`src/rtl/exec_issue_unit_pkg.sv`:
```
// exec_issue_unit_pkg: state encodings and opcode constants shared by the execution issue unit
package exec_issue_unit_pkg;
  typedef enum logic [1:0] {EXU_IDLE = 2'd0, EXU_RUN = 2'd1, EXU_RUN_PEND = 2'd2} exu_state_e;
  localparam logic [15:0] NOP = 16'h0000;
  localparam logic [15:0] RET = 16'h0013;
endpackage

```
`src/rtl/exec_issue_unit_slot.sv`:
```
// exu_slot: enable-loaded instruction register holding {op, A, B, dest}
module exu_slot #(
  parameter int W = 8
) (
  input  logic         Clock,
  input  logic         Reset,
  input  logic         en,
  input  logic [W-1:0] d,
  output logic [W-1:0] q
);
  always_ff @(posedge Clock)
    if (Reset) q <= '0;
    else if (en) q <= d;
endmodule

```
`src/rtl/exec_issue_unit.sv`:
```
// exec_issue_unit: issues decoded instructions to the ALU with one pending slot, write-back, branch flush and watchdog
module exec_issue_unit
  import exec_issue_unit_pkg::*;
#(
  parameter int LANES              = 3,
  parameter int WIDTH              = 32,
  parameter int OP_WIDTH           = 16,
  parameter int DATA_ADDRESS_WIDTH = 16,
  parameter int ROM_ADDRESS_WIDTH  = 16,
  parameter int TIMEOUT_CYCLES     = 255
) (
  input  logic                          Clock,
  input  logic                          Reset,
  input  logic                          iDecodeDone,
  input  logic [OP_WIDTH-1:0]           iOperation,
  input  logic [LANES*WIDTH-1:0]        iSource0,
  input  logic [LANES*WIDTH-1:0]        iSource1,
  input  logic [DATA_ADDRESS_WIDTH-1:0] iDestination,
  output logic                          oExeLatchedValues,
  output logic                          oBusy,
  output logic                          oTriggerALU,
  output logic [OP_WIDTH-1:0]           oALUOperation,
  output logic [LANES*WIDTH-1:0]        oALUChannelA,
  output logic [LANES*WIDTH-1:0]        oALUChannelB,
  input  logic [LANES*WIDTH-1:0]        iALUResult,
  input  logic                          iALUOutputReady,
  input  logic                          iBranchTaken,
  input  logic                          iBranchNotTaken,
  output logic                          oRAMWriteEnable,
  output logic [DATA_ADDRESS_WIDTH-1:0] oRAMWriteAddress,
  output logic [LANES*WIDTH-1:0]        oRAMWriteData,
  output logic                          oJumpFlag,
  output logic [ROM_ADDRESS_WIDTH-1:0]  oJumpIp,
  output logic [DATA_ADDRESS_WIDTH-1:0] oLastDestination,
  output logic                          oLastDestinationValid,
  output logic                          oTimeout
);
  localparam int DW = LANES * WIDTH;
  localparam int SW = OP_WIDTH + 2 * DW + DATA_ADDRESS_WIDTH;
  localparam int CW = TIMEOUT_CYCLES > 1 ? $clog2(TIMEOUT_CYCLES) : 1;
  exu_state_e state;
  logic [SW-1:0] dec_w, pend_w, iss_w;
  logic [OP_WIDTH-1:0] iss_op;
  logic [DATA_ADDRESS_WIDTH-1:0] iss_dest;
  logic [CW-1:0] cnt;
  logic trig, active, accept, rdy_act, load_issue, load_pend, busy_wait, wd_hit;
  assign dec_w = {iOperation, iSource1, iSource0, iDestination};
  assign {iss_op, oALUChannelA, oALUChannelB, iss_dest} = iss_w;
  assign active = state != EXU_IDLE;
  assign oBusy = state == EXU_RUN_PEND;
  assign accept = iDecodeDone & ~oBusy;
  assign rdy_act = iALUOutputReady & active;
  // a taken branch flushes whatever would have been issued next
  assign load_issue = (~active & accept) | (rdy_act & ~iBranchTaken & (oBusy | accept));
  assign load_pend = (state == EXU_RUN) & ~iALUOutputReady & accept;
  assign busy_wait = active & ~iALUOutputReady;
  assign wd_hit = (TIMEOUT_CYCLES != 0) && busy_wait && (cnt == CW'(TIMEOUT_CYCLES - 1));
  exu_slot #(.W(SW)) u_pend (
    .Clock(Clock), .Reset(Reset), .en(load_pend), .d(dec_w), .q(pend_w)
  );
  exu_slot #(.W(SW)) u_issue (
    .Clock(Clock), .Reset(Reset), .en(load_issue), .d(oBusy ? pend_w : dec_w), .q(iss_w)
  );
  always_ff @(posedge Clock) begin
    if (Reset) begin
      state    <= EXU_IDLE;
      trig     <= 1'b0;
      cnt      <= '0;
      oTimeout <= 1'b0;
    end else begin
      trig <= load_issue;
      if (load_issue) cnt <= '0;
      else if (busy_wait) cnt <= cnt + CW'(1);
      if (wd_hit) begin
        state    <= EXU_IDLE;
        oTimeout <= 1'b1;
      end else if (load_issue) state <= EXU_RUN;
      else if (rdy_act) state <= EXU_IDLE;
      else if (load_pend) state <= EXU_RUN_PEND;
    end
  end
  assign oExeLatchedValues = accept;
  assign oTriggerALU = trig;
  assign oALUOperation = iss_op;
  assign oRAMWriteEnable = rdy_act & (~(iBranchTaken | iBranchNotTaken) | (iss_op == OP_WIDTH'(RET)))
                         & (iss_op != OP_WIDTH'(NOP));
  assign oRAMWriteAddress = iss_dest;
  assign oRAMWriteData = iALUResult;
  assign oJumpFlag = rdy_act & iBranchTaken;
  assign oJumpIp = iss_dest[ROM_ADDRESS_WIDTH-1:0];
  assign oLastDestination = iss_dest;
  assign oLastDestinationValid = active;
endmodule

```
`config.mk`:
```
export PLATFORM = sky130hd
export DESIGN_NAME = exec_issue_unit
export DESIGN_NICKNAME = d
export VERILOG_FILES = /design/src/rtl/exec_issue_unit_pkg.sv /design/src/rtl/exec_issue_unit_slot.sv /design/src/rtl/exec_issue_unit.sv
export SDC_FILE = /design/constraint.sdc
export NUM_CORES = 1
export LEC_CHECK = 0
export ABC_AREA = 1
export ABC_CLOCK_PERIOD_IN_PS = 2100
export CORE_AREA = 10 10 258 260
export CTS_CLUSTER_SIZE = 8
export DETAILED_ROUTE_END_ITERATION = 7
export DIE_AREA = 0 0 268 270
export PLACE_DENSITY = 0.66
export SLEW_MARGIN = 25
export SYNTH_ARGS = -nofsm -noshare
export SYNTH_HDL_FRONTEND = slang
export SYNTH_HIERARCHICAL = 1
export SYNTH_SLANG_ARGS = --single-unit
```
`constraint.sdc`:
```
create_clock -name Clock -period 2.1 [get_ports Clock]
set_clock_uncertainty 0.2 [all_clocks]
set_input_delay 0.42 -clock Clock [delete_from_list [all_inputs] [get_ports Clock]]
set_output_delay 0.42 -clock Clock [all_outputs]
set_load 0.03 [all_outputs]
```
==> results_dict.tcl, run 1 <==
set metrics [dict create \
    dr.pass1.iters 6 \
    grt_pass1_vias 19600 \
    cts_tree "built" \
    vias 21500 \
    start_kind "register" \
    grt_max_degree 111 \
    seq_area_frac_synth_pct 40.0 \
    cap_violations 0 \
    violations "negative setup slack" \
    place_congestion 0.819 \
    port_buffers 492 \
    synth_area_mm2 0.0230 \
    cts_buffer_depth 3 \
    cts.sinks 460 \
    synth_commonest_cells "1599 x nand2_1, 923 x nor2_1, 462 x inv_1" \
    placed_cell_area_mm2 0.0280 \
    setup_slack_ns -0.195 \
    p_sw_share_pct 29.6 \
    grt_util_all_layers_pct 18.8 \
    hold_violations 0 \
    synth_area_leaders "dfxtp_1 40%, nand2_1 26%, nor2_1 15%" \
    post-place-ws_ns -0.203 \
    slew_headroom_pct 70.7 \
    syn_avg_cell_area_um2 6.06 \
    crit_fanout 3 \
    initial_core_util_pct 37.6 \
    layout-drive-gt1-share_pct 6.08 \
    seq_power_share_pct 40.2 \
    area_growth_pct 29.0 \
    viasPerCell 4.34 \
    grt_setup_unrepaired "yes" \
    total_power_mw 24.1 \
    wl_met1_um 29500 \
    grt.overflow.total 0 \
    final_cells 4957 \
    ioPinCount 685 \
    yosysTopAreaCell "dfxtp_1" \
    cts_buffers 67 \
    die_h_um 270 \
    die_area_mm2 0.0724 \
    totalWireLength_um 71100 \
    clockPowerShare_pct 40.6 \
    cts.htree.levels 3 \
    cp-end-kind "primary output" \
    synth_ff_type "dfxtp_1" \
    stdcell_area_mm2 0.0297 \
    critical_path_class "register to primary output" \
    p_leak_nw 16.0 \
    nNetsFinal 4484 \
    pwr_density_cell_mw_per_mm2 812 \
    ys_types 22 \
    core_mm2 0.0613 \
    first_iter_violations 1307 \
    wl_met3_um 5500 \
    dp.cells 4871 \
    wl_per_cell_um 14.3 \
    finalCriticalPeriod_ns 2.30 \
    grt_pass1_wl_um 109000 \
    switchingPower_mw 7.15 \
    cts_root_buf "clkbuf_16" \
    syn-num-nets 4132 \
    p_int_mw 17.0 \
    ys_warn_count 6 \
    synth_top_area_share_pct 40.0 \
    worst_slew_pin_slew_ns 0.441 \
    rows 91 \
    synthCells 3804 \
    ir_drop_mv 0.607 \
    min_period_over_period_pct 109 \
    worst_ep_required_time_ns 1.48 \
    synth-seq-cells 460 \
    met2_length_um 33900 \
    synth-edff-count 0 \
    fmax_ghz 0.436 \
    synthMostInstantiatedCell "nand2_1" \
    fp.dieW_um 268 \
    ys_async_sr_fraction_pct 0 \
    outcome "finished, violations left" \
    clkLatencyLatePin_ns 0.59 \
    arrival_ns 1.68 \
    setup-violations-final 1 \
    ant_nets 0 \
    antenna_found_initial 17 \
    top_layer "met5" \
    slew_violations 0 \
    post-dp-hpwl_um 50400 \
    clk_pin_slew_ns 0.05 \
    hold_class "input port to register" \
    drc_errors 0 \
    power_frac_comb_pct 19.2 \
]
[power groups by stage]
stage,sequential [mW],clock (mW),combinational [mW]
5_1_grt,9.77,10.5,5.13
4_1_cts,9.71,10.1,4.67
6_report,9.71,9.79,4.64
2_1_floorplan,10.6,0,2.55
3_5_place_dp,9.89,0,4.94
3_3_place_gp,9.88,0,4.91
[critical path, stage by stage, from the launching register on]
cell	delay (ns)
dfxtp_2	0.33
nor2_2	0.12
nand3_1	0.07
nor2_1	0.09
buf_4	0.14
a21oi_2	0.05
nor2_2	0.13
buf_12	0.13
[cells by family after synthesis]
family / count (synthesis) / synth area share [%]
AO/OA/AOI/OAI: 10 / 0.217
buffers and inverters: 791 / 18.1
XOR/XNOR: 2 / 0.0760
AND/OR/NAND/NOR: 2539 / 41.6
flip-flops: 460 / 40.0
adder cells (fa/ha/maj): 2 / 0.109
[cells in the final DEF (no fill, tap or decap), drive strengths merged, types with 3 or more instances in the layout]
cell           synthesis  final
dlygate4sd2            0    217
nor2                 924    924
a21oi                  9      9
clkbuf                11     77
inv                  466    471
nand3                  9      9
clkdlybuf4s15          0     37
dfxtp                460    460
clkdlybuf4s50          0    229
diode                  0      3
buf                  314    119
nand2               1602   1602
[state kept, by name, summed over array words and instances (netlist names)]
register     cells
cnt              8
oTimeout         1
oTriggerALU      1
state            2
u_issue/q      224
u_pend/q       224
[through the flow]
step	util [%]	setup TNS, ns	hold slack [ns]
floorplan	-	0	0.249
global placement	45.7	-59.85	0.240
detailed placement	45.7	-68.69	0.249
CTS	48.4	-0.262	0.214
global route	48.5	-0.357	0.257
finish	48.5	-0.195	0.256
[metal layers]
layer / GRT usage [%] / vias up
li1: - / 11400
met1: 21.7 / 9318
met2: 32.1 / 568
met3: 6.30 / 146
met4: 6.11 / 30
met5: 0.554 / -
[timing repair]
action                                  4_1_cts  5_1_grt
buffers inserted                              4        1
endpoints found under the setup margin      262       20
gates cloned                                  0        2
hold buffers                                  0        0
pin swaps                                     1        3
hold endpoints to repair                      0        0
resized for setup                           337       18
[path summary, 6_finish.rpt]
path / end / slack, ns / cells after the start / from
max reg2reg: u_issue/q[67] / 0.11 / 10 / state[1]
max: oRAMWriteEnable / -0.20 / 7 / u_issue/q[211]
min reg2reg: u_issue/q[76] / 0.26 / 2 / u_issue/q[76]
min: u_pend/q[25] / 0.26 / 5 / iSource0[9]
[cell type report]
cell class,count,area [µm²]
antenna,3,7.51
clock buffer,71,1720
clock inverter,6,105
fill,6425,31500
inverter,466,1780
multi-input combinational,2553,9710
sequential,460,9220
tap,790,988
timing repair buffer,608,6180
Power figures use the tool's default switching activity.
==> run 2: changes to the inputs <==
--- a/config.mk
+++ b/config.mk
@@ -8,10 +8,11 @@
 export ABC_AREA = 1
 export ABC_CLOCK_PERIOD_IN_PS = 2100
 export CORE_AREA = 10 10 258 260
-export CTS_CLUSTER_SIZE = 8
+export CTS_CLUSTER_SIZE = 16
 export DETAILED_ROUTE_END_ITERATION = 7
 export DIE_AREA = 0 0 268 270
 export PLACE_DENSITY = 0.66
+export SETUP_SLACK_MARGIN = 0.05
 export SLEW_MARGIN = 25
 export SYNTH_ARGS = -nofsm -noshare
 export SYNTH_HDL_FRONTEND = slang
==> results_dict.tcl, run 2 (synthesis gave the netlist of run 1 again) <==
set metrics [dict create \
    stdcell_area_mm2 0.0297 \
    first_iter_violations 1362 \
    grtUsageMet3_pct 5.60 \
    cts.sinks 460 \
    antenna_found_initial 19 \
    grt_max_degree 111 \
    arrival_ns 1.67 \
    p_leak_nw 15.9 \
    hold_class "input port to register" \
    cap_violations 0 \
    setup-violations-final 2 \
    clk_pin_slew_ns 0.06 \
    dr.pass1.iters 5 \
    grt_setup_unrepaired "yes" \
    postCtsHoldBufs 0 \
    area_growth_pct 29.0 \
    mostFrequentLayoutCell "nand2_1" \
    setup_tns_ns -0.195 \
    finalCriticalPeriod_ns 2.29 \
    die_h_um 270 \
    nNetsFinal 4472 \
    top_usage_layer "met2" \
    core_mm2 0.0613 \
    cts_tree "built" \
    ir_drop_mv 0.632 \
    min_path_cells 5 \
    die_area_mm2 0.0724 \
    fp.dieW_um 268 \
    cts.htree.levels 2 \
    crit_family "simple AND/OR/NAND/NOR gates" \
    setup_slack_ns -0.189 \
    fmax_ghz 0.437 \
    final_cells 4981 \
    ioPinCount 685 \
    clkLatencyLatePin_ns 0.60 \
    rrSetupSlack_ns 0.18 \
    fill_cells 6436 \
    critPathMaxStageDelay_ns 0.33 \
    grt.overflow.total 0 \
    crit_fanout 2 \
    worst_ep_required_time_ns 1.48 \
    port_buffers 492 \
    grt_pass1_wl_um 109000 \
    slowest_stage "dfxtp_2" \
    wl_per_cell_um 14.2 \
    r2r-end "u_issue/q[84]" \
    totalWireLength_um 70900 \
    place_congestion 0.819 \
    crit_chain "nor2_4, nand3_2, nor2_1, buf_4, a21oi_2, nor2_2, buf_12" \
    drc_errors 0 \
    critical_path_buf_inv_count 2 \
    outcome "finished, violations left" \
    hold_violations 0 \
    worst_slew_pin_slew_ns 0.401 \
    critical_path_class "register to primary output" \
    ant_nets 0 \
    placed_cell_area_mm2 0.0280 \
    top_regs "u_issue/q: 224 flops, u_pend/q: 224 flops, cnt: 8 flops" \
    min_period_over_period_pct 109 \
    layout-drive-gt1-share_pct 7.48 \
    dp.cells 4871 \
    ff2ff_path_depth 12 \
    slew_violations 0 \
    cts_buffer_depth 3 \
    start_kind "register" \
    use_met2_pct 31.9 \
    violations "negative setup slack" \
    worstReg2RegStart "state[0]" \
    min-delay-start "iSource0[28]" \
    cts_root_buf "clkbuf_16" \
    slew_headroom_pct 73.4 \
    min_delay_worst_endpoint "u_pend/q[44]" \
    fin_hold_ws_ns 0.241 \
    rows 91 \
    vias 21500 \
    grt_util_all_layers_pct 18.7 \
    cp-end-kind "primary output" \
    cts_buffers 53 \
    initial_core_util_pct 37.6 \
    grtUsageMet1_pct 21.7 \
    fin_util_pct 48.5 \
    post-dp-hpwl_um 50400 \
    layout_common_cells "1597 x nand2_1, 917 x nor2_1, 460 x inv_1, 444 x dfxtp_1, 229 x clkdlybuf4s50_1" \
    pwr_density_cell_mw_per_mm2 794 \
    grt_pass1_vias 19600 \
    viasPerCell 4.32 \
]
==> run 2: cell types whose count changed in the layout (fill, tap and decap cells not counted), sizes merged <==
| cell | previous run | this run |
|---|---|---|
| clkdlybuf4s15 | 37 | 78 |
| clkbuf | 77 | 98 |
| clkinv | 1 | 12 |
| diode | 3 | 6 |
| bufinv | 0 | 2 |
| clkdlybuf4s18 | 0 | 3 |
| buf | 119 | 132 |
| inv | 471 | 468 |
| dlygate4sd2 | 217 | 150 |
==> run 2: stage by stage <==
| stage | setup slack (ns) | total power, mW |
|---|---|---|
| 6_report | -0.189 | 23.6 |
| 5_1_grt | -0.327 | 24.8 |
| 4_1_cts | -0.298 | 23.9 |
| 3_5_place_dp | -0.203 | 14.8 |
| 3_3_place_gp | -0.193 | 14.8 |
| 2_1_floorplan | 0.248 | 13.2 |
==> run 2: what timing repair did <==
| action | CTS | global route |
|---|---|---|
| setup endpoints to repair | 262 | 244 |
| gates resized for setup | 455 | 52 |
| cloned | 0 | 3 |
| pin swaps | 6 | 5 |
| buffers inserted | 6 | 0 |
==> run 2: cell type report <==
| cell class | count | area [µm²] | area share, % |
|---|---|---|---|
| Timing Repair Buffer | 610 | 6230 | 21.0 |
| Multi-Input combinational cell | 2553 | 9730 | 32.7 |
| Sequential cell | 460 | 9230 | 31.1 |
| Clock inverter | 16 | 164 | 0.552 |
| Tap cell | 790 | 988 | 3.33 |
| Clock buffer | 80 | 1580 | 5.31 |
| Antenna cell | 6 | 15.0 | 0.0505 |
| Inverter | 466 | 1780 | 6.00 |
==> run 2: how the worst max path moves through the flow <==
stage                         start           endpoint  slack (ns)  depth (start not counted)
detailed placement  iALUOutputReady      u_issue/q[85]       -0.20                         10
global route         u_issue/q[215]    oRAMWriteEnable       -0.33                          7
CTS                  u_issue/q[210]    oRAMWriteEnable       -0.30                          7
floorplan                  state[1]  oExeLatchedValues        0.25                          5
finish               u_issue/q[215]    oRAMWriteEnable       -0.19                          7
global placement    iALUOutputReady     u_issue/q[118]       -0.19                         10
==> run 2: worst min-delay path, cell delays in order <==
cell,delay [ns]
clkdlybuf4s50_1,0.41
inv_1,0.06
nand2_1,0.04
nand2_1,0.05
nor2_1,0.03
==> run 2: report_power, final <==
part | leakage (nW) | total, mW | internal, mW | switching [mW]
clock network | 0.866 | 9.24 | 5.42 | 3.82
registers | 3.78 | 9.70 | 9.33 | 0.363
logic | 11.2 | 4.67 | 1.85 | 2.82
total | 15.9 | 23.6 | 16.6 | 7.00
==> run 2: metal layers <==
metal  vias to the layer above  part of all wire (%)
li1                      11400                     -
met1                      9362                    42
met2                       517                    47
met3                       153                   7.7
met4                        30                   2.9
met5                         -                  0.34
==> run 3: changes to the inputs <==
--- a/config.mk
+++ b/config.mk
@@ -7,11 +7,10 @@
 export LEC_CHECK = 0
 export ABC_AREA = 1
 export ABC_CLOCK_PERIOD_IN_PS = 2100
-export CORE_AREA = 10 10 258 260
+export CORE_AREA = 8 8 264 266
 export CTS_CLUSTER_SIZE = 16
 export DETAILED_ROUTE_END_ITERATION = 7
-export DIE_AREA = 0 0 268 270
-export PLACE_DENSITY = 0.66
+export DIE_AREA = 0 0 272 274
 export SETUP_SLACK_MARGIN = 0.05
 export SLEW_MARGIN = 25
 export SYNTH_ARGS = -nofsm -noshare
==> results_dict.tcl, run 3 (synthesis gave the netlist of run 1 again) <==
set metrics [dict create \
    crit_fanout 3 \
    worst_ep_required_time_ns 1.48 \
    grt_pass1_vias 19600 \
    die_h_um 274 \
    wl_per_cell_um 14.5 \
    start_kind "register" \
    arrival_ns 1.69 \
    totalWireLength_um 73900 \
    cts_buffer_depth 3 \
    drc_errors 0 \
    postCtsHoldBufs 0 \
    layout-drive-gt1-share_pct 8.87 \
    hold_violations 0 \
    critical_path_class "register to primary output" \
    violations "negative setup slack" \
    grt_util_all_layers_pct 18.1 \
    setup_tns_ns -0.212 \
    grt_pass1_wl_um 109000 \
    post-dp-hpwl_um 50600 \
    cts.htree.levels 2 \
    rows 94 \
    antenna_found_initial 22 \
    slew_violations 0 \
    ant_nets 0 \
    clkLatencyLatePin_ns 0.60 \
    place_congestion 0.794 \
    min_period_over_period_pct 110 \
    port_buffers 492 \
    outcome "finished, violations left" \
    layout_common_cells "1593 x nand2_1, 911 x nor2_1, 459 x inv_1, 441 x dfxtp_1, 229 x clkdlybuf4s50_1" \
    viasPerCell 4.23 \
    setup-violations-final 1 \
    clockPowerShare_pct 38.2 \
    core_mm2 0.0653 \
    clk_pin_slew_ns 0.06 \
    finalCriticalPeriod_ns 2.31 \
    cts_root_buf "clkbuf_16" \
    hold_class "register to register" \
    dp.cells 4960 \
    fp.dieW_um 272 \
    vias 21600 \
    p_int_mw 16.6 \
    grt_setup_unrepaired "yes" \
    cts_tree "built" \
    die_area_mm2 0.0745 \
    power_frac_comb_pct 20.8 \
    dr.pass1.iters 5 \
    setup_slack_ns -0.212 \
    ioPinCount 685 \
    p_leak_nw 16.2 \
    final_cells 5103 \
    pwr_density_cell_mw_per_mm2 773 \
    grt.overflow.total 0 \
    fmax_ghz 0.432 \
    nNetsFinal 4517 \
    initial_core_util_pct 35.3 \
    grt_max_degree 98 \
    top_regs "u_issue/q: 224 flops, u_pend/q: 224 flops, cnt: 8 flops" \
    mostFrequentLayoutCell "nand2_1" \
    cts.sinks 460 \
    p_sw_share_pct 29.9 \
    worst_slew_pin_slew_ns 0.385 \
    cap_violations 0 \
    cp-end-kind "primary output" \
    cts_buffers 53 \
    switchingPower_mw 7.08 \
    slew_headroom_pct 74.1 \
    total_power_mw 23.7 \
    ir_drop_mv 0.600 \
    area_growth_pct 33.1 \
    seq_power_share_pct 41.0 \
    first_iter_violations 1167 \
]
-- run 3: layout make-up --
class                           count  area (µm²)
Tap cell                          864        1080
Fill cell                        6859       34600
Timing Repair inverter              1        8.76
Sequential cell                   460        9240
Inverter                          466        1790
Multi-Input combinational cell   2553        9800
Clock inverter                     17         164
Clock buffer                       75        1520
Antenna cell                       13        32.5
Timing Repair Buffer              654        7040
-- run 3: worst max-delay path: stages, from the launching register on --
cell and delay [ns]:
dfxtp_2 0.34, nor2_4 0.12, nand3_2 0.09, nor2_4 0.18, a21oi_2 0.08, nor2_2 0.15
buf_12 0.14
-- run 3: final timing paths --
kind / end / slack [ns] / startpoint / cells past startpoint
setup / recovery: oRAMWriteEnable / -0.21 / u_issue/q[215] / 6
hold / removal: oTimeout / 0.24 / oTimeout / 2
setup reg to reg: u_issue/q[133] / 0.11 / state[0] / 13
hold reg to reg: oTimeout / 0.24 / oTimeout / 2
-- run 3: power groups by stage --
stage / clock network, mW / logic (mW) / registers (mW)
after floorplan: 0 / 2.55 / 10.6
final: 9.05 / 4.94 / 9.71
after global routing: 9.69 / 5.44 / 9.79
after CTS: 9.34 / 4.76 / 9.72
after detailed placement: 0 / 4.99 / 9.91
after global placement: 0 / 4.96 / 9.90
-- run 3: repair_timing --
action,CTS,global route
buffers inserted,6,12
pin swaps,8,15
resized for setup,427,85
cloned,0,20
setup endpoints to repair,262,182
-- run 3: per-layer routing --
layer / share of wire, % / vias up / track usage (%) / routed length (µm)
li1: - / 11600 / - / -
met1: 43 / 9378 / 21.6 / 31800
met2: 47 / 481 / 30.2 / 34400
met3: 6.8 / 159 / 5.40 / 5020
met4: 3.4 / 22 / 7.43 / 2490
met5: 0.20 / - / 0 / 149
-- run 3: through the flow --
step	instance area (µm²)	worst slack, ns	hold slack, ns	utilization [%]
2_1_floorplan	23000	0.248	0.249	-
3_3_place_gp	28300	-0.251	0.239	43.3
3_5_place_dp	28300	-0.280	0.237	43.3
4_1_cts	29900	-0.317	0.199	45.8
5_1_grt	30700	-0.326	0.236	47.0
6_report	30700	-0.212	0.242	47.0
